### src/rtl/alarm_sequencer.sv
// Master alarm FSM: DISARMED -> EXIT -> ARMED -> ENTRY -> ALARM, with one prescaled countdown shared by the delays.
// All outputs are registered and reflect the new state on the same edge that samples the cause.
module alarm_sequencer #(
   parameter int TICK_DIV   = 50_000_000,
   parameter int EXIT_SECS  = 10,
   parameter int ENTRY_SECS = 10,
   parameter int ALARM_SECS = 180
) (
   input  logic       clock50,
   input  logic       Mr,
   input  logic       arm_req,
   input  logic       disarm_req,
   input  logic       sensor,
   input  logic       tamper,
   output logic [2:0] state,
   output logic       armed_led,
   output logic       warn_beep,
   output logic       siren,
   output logic [7:0] secs_left
);

   typedef enum logic [2:0] {
      S_DISARMED = 3'd0,
      S_EXIT     = 3'd1,
      S_ARMED    = 3'd2,
      S_ENTRY    = 3'd3,
      S_ALARM    = 3'd4
   } state_t;

   localparam int TW = $clog2(TICK_DIV);

   state_t        state_q, state_d;
   logic [7:0]    secs_q, secs_d;
   logic [TW-1:0] tick_cnt_q, tick_cnt_d;
   logic          armed_led_q, warn_beep_q, siren_q;
   logic          timed, tick, expire, reload;

   always_comb begin
      timed  = (state_q == S_EXIT) || (state_q == S_ENTRY) || (state_q == S_ALARM);
      tick   = timed && (tick_cnt_q == TW'(TICK_DIV - 1));
      expire = tick && (secs_q <= 8'd1);

      state_d = state_q;
      if (tamper) begin
         state_d = S_ALARM;
      end else if (disarm_req && (state_q != S_DISARMED)) begin
         state_d = S_DISARMED;
      end else begin
         case (state_q)
            S_DISARMED: if (arm_req) state_d = S_EXIT;
            S_EXIT:     if (expire)  state_d = S_ARMED;
            S_ARMED:    if (sensor)  state_d = S_ENTRY;
            S_ENTRY:    if (expire)  state_d = S_ALARM;
            S_ALARM:    if (expire)  state_d = S_ARMED;
            default:    state_d = S_DISARMED;
         endcase
      end

      // Any state entry (and tamper while already in ALARM) restarts the countdown from scratch.
      reload     = tamper || (state_d != state_q);
      secs_d     = secs_q;
      tick_cnt_d = '0;
      if (reload) begin
         case (state_d)
            S_EXIT:  secs_d = 8'(EXIT_SECS);
            S_ENTRY: secs_d = 8'(ENTRY_SECS);
            S_ALARM: secs_d = 8'(ALARM_SECS);
            default: secs_d = 8'd0;
         endcase
      end else if (tick) begin
         secs_d = secs_q - 8'd1;
      end else if (timed) begin
         tick_cnt_d = tick_cnt_q + 1'b1;
      end
   end

   always_ff @(posedge clock50 or negedge Mr) begin
      if (!Mr) begin
         state_q     <= S_DISARMED;
         secs_q      <= 8'd0;
         tick_cnt_q  <= '0;
         armed_led_q <= 1'b0;
         warn_beep_q <= 1'b0;
         siren_q     <= 1'b0;
      end else begin
         state_q     <= state_d;
         secs_q      <= secs_d;
         tick_cnt_q  <= tick_cnt_d;
         armed_led_q <= (state_d != S_DISARMED);
         warn_beep_q <= (state_d == S_EXIT) || (state_d == S_ENTRY);
         siren_q     <= (state_d == S_ALARM);
      end
   end

   assign state     = state_q;
   assign secs_left = secs_q;
   assign armed_led = armed_led_q;
   assign warn_beep = warn_beep_q;
   assign siren     = siren_q;

endmodule

### config.mk
export PLATFORM = sky130hd
export DESIGN_NAME = alarm_sequencer
export DESIGN_NICKNAME = d
export VERILOG_FILES = /design/src/rtl/alarm_sequencer.sv
export SDC_FILE = /design/constraint.sdc
export NUM_CORES = 1
export LEC_CHECK = 0
export ABC_AREA = 1
export BUFFER_PORTS_ARGS = -buffer_cell sky130_fd_sc_hd__buf_2
export CORE_UTILIZATION = 65
export CTS_CLUSTER_DIAMETER = 50
export DETAILED_ROUTE_END_ITERATION = 8
export HOLD_SLACK_MARGIN = 0.15
export PLACE_DENSITY = 0.85
export SLEW_MARGIN = 10
export SYNTH_ARGS = -nofsm -noshare
export SYNTH_HDL_FRONTEND = slang
export SYNTH_SLANG_ARGS = --single-unit
### constraint.sdc
create_clock -name clock50 -period 5.89 [get_ports clock50]
set_input_delay 0.2945 -clock clock50 [delete_from_list [all_inputs] [get_ports clock50]]
set_output_delay 0.2945 -clock clock50 [all_outputs]
set_load 0.1 [all_outputs]
==> reports/results.ini <==
[power_and_ir_drop]
power_switching_uw = 325
powerDensity_mw_per_mm2 = 285
seqPwrFrac_pct = 38.3
power.leakage_uw = 0.00124
vdd_drop_max_mv = 0.281
combPwrFrac_pct = 31.9
internal_power_uw = 495
power_frac_clock_pct = 29.7
switching_share_pct = 39.6

[logic_synthesis]
synthTopCellsByArea = dfrtp_1 38%, nand2_1 11%, nor2_4 9.4%
syn_area_mm2 = 0.00263
yosys.area.top_type = dfrtp_1
synth_cell_types = 28
ys_seq_elements = 40
synth_warnings = 0
synthFlopType = dfrtp_1
async_flop_share_pct = 100
yosysMostFrequentCell = nand2_1
synth_edf_count = 0
synth_fp_nets = 332
syn_inst = 323
syn_area_per_cell_um2 = 8.14
ys_seq_area_share_pct = 38.1
synth_top_area_share_pct = 38.1
synth_commonest_cells = 80 x nand2_1, 40 x dfrtp_1, 37 x nor2_1, 26 x inv_1, 25 x nand3_1

[final_layout]
drive_above_1_share_pct = 23.3
utilization_pct = 76.1
syn_to_final_growth_pct = 9.18
antennaDiodeCount = 0
fin_nets = 356

[routing]
drtAntennaViolNets = 0
dr.pass1.iters = 4
avgViaCountPerCell = 5.57
drtIter0Drc = 138
route.detailed.drc = 0
wl_per_cell_um = 13.8
finalWirelength_um = 5460
vias = 2207

[critical_path]
cp_num_buf_inv = 1
cp_max_fo = 23
crit_top_cell = nand2_1
worst-setup-path-type = flop to flop
r2r_cells = 14
max_stage_delay_ns = 0.41
timing.rr.start = secs_left[0]
reg2reg_slack_ns = 3.18
cpLargestDelayFamily = simple AND/OR/NAND/NOR gates
cp_cell_sequence = inv_1, ha_1, o21ai_0, nor2_1, nand4_2, nand2_1, nand3_2, nand2_1, nand2_1, nand2_2, nand3_4, nor2_8, nand2_4, nor2_1
cp-end-kind = flop
crit_arrival_ns = 2.92
worstReg2RegEnd = tick_cnt_q[0]
startpoint_type = flop
cp.required_ns = 6.10
cp_slowest_cell = dfrtp_1

[hold_path]
holdCritPathClass = input pin to async pin

[global_routing]
gr-total-overflow = 0
grt_max_degree = 41
antenna_found_initial = 0
grt_pass1_vias = 2113
grt_pass1_wl_um = 9490
track_usage_pct = 29.4

[cts]
ctsHoldBuffers = 0
clk_latency_ns = 0.30
cts_made_buffers = 5
path_clk_slew_ns = 0.07
cts_root_buf = clkbuf_8
ctsResizeCount = 0
htreeDepth = 2
clock-sinks = 40
clock_path_buffers = 2
post_cts_buffers = 0
tritoncts = yes

[placement]
place_congestion = 0.898
hpwl_um = 3890
io_buffers = 19

[timing]
setup_violations = 0
rsz0062_at_grt = false
hold_viol = 0
relSlewSlack_pct = 40.9
skew_ns = 0.00387
max_freq_mhz = 369
finalCriticalPeriod_ns = 2.71
post-route-period-util_pct = 46.0
worst_pin_slew_ns = 0.886
final_max_slew_viol_count = 0
finalSetupTns_ns = 0

[floorplan]
die_w_um = 65.6
dieArea_mm2 = 0.00430
io_pins = 20
core_mm2 = 0.00377
rows = 22
die_h_um = 65.6
initial_utilization_pct = 69.7

[run]
drv_cap = 0

[run_status]
outcome = complete, no violations

-- worst max-delay path by stage --
| stage | from | end | slack, ns | depth (start not counted) |
|---|---|---|---|---|
| finish | secs_left[0] | tick_cnt_q[0] | 3.18 | 14 |
| CTS | secs_left[0] | tick_cnt_q[0] | 3.18 | 14 |
| detailed placement | secs_left[0] | tick_cnt_q[25] | 3.24 | 14 |
| floorplan | secs_left[0] | tick_cnt_q[8] | 3.12 | 16 |
| global route | secs_left[0] | tick_cnt_q[0] | 2.97 | 14 |
| global placement | secs_left[0] | tick_cnt_q[0] | 3.35 | 14 |
-- sequential cells by signal, summed over array words and instances, names as in the netlist --
name and flops:
tick_cnt_q 26, state 3, siren 1, armed_led 1, secs_left 8, warn_beep 1
-- routing by layer --
metal	wire (µm)	track usage, %	share of wire [%]
met5	0	0	0
met4	95	10.6	1.7
met3	321	6.42	5.9
met2	2560	47.6	47
met1	2480	38.7	45
-- cells by family after synthesis --
family / Yosys count / share of synthesized area, %
xor+xnor: 25 / 8.33
compound gates: 9 / 1.81
simple gates: 210 / 44.0
fa+ha+maj: 3 / 1.43
flops: 40 / 38.1
buf+inv: 36 / 6.37
-- power by group through the flow --
stage / clock network (µW) / logic [µW] / registers, µW
2_1_floorplan: 0 / 111 / 427
3_3_place_gp: 0 / 258 / 318
3_5_place_dp: 0 / 259 / 318
4_1_cts: 248 / 262 / 313
5_1_grt: 258 / 280 / 316
6_report: 244 / 262 / 314
-- metrics by stage --
step | setup WS [ns] | cell area (µm²) | total power [µW] | instances | hold WS, ns
2_1_floorplan | 3.12 | 2630 | 538 | 323 | -0.00109
3_5_place_dp | 3.24 | 2750 | 578 | 388 | 0.471
6_report | 3.18 | 2870 | 820 | 396 | 0.115
3_3_place_gp | 3.35 | 2750 | 576 | 388 | 0.453
4_1_cts | 3.18 | 2870 | 823 | 396 | 0.152
5_1_grt | 2.97 | 2870 | 855 | 396 | 0.197
-- area by class of cell --
type                    count  area (µm²)
inverters                  34         128
fillers                   268         900
clock inverters             1        30.0
flip-flops and latches     40        1000
repair buffers             19        95.1
multi-input cells         247        1460
clock buffers               7        96.3
well taps                  48        60.1
-- cell usage in the layout (no fill, tap or decap), types with 2 or more instances in the layout --
cell type	n
nand2_1	80
dfrtp_1	40
nor2_1	37
inv_1	26
nand3_1	25
nor2_4	22
buf_2	19
xor2_1	15
nor3_1	12
xnor2_1	10
inv_2	8
nand2_2	8
clkbuf_8	7
nand4_1	6
nor2_2	5
o21ai_0	4
nand3_2	3
nor4_1	3
ha_1	3
o21ai_1	2
nand4_2	2
nand2_4	2
a21oi_1	2
(Power assumes the default switching activity.)
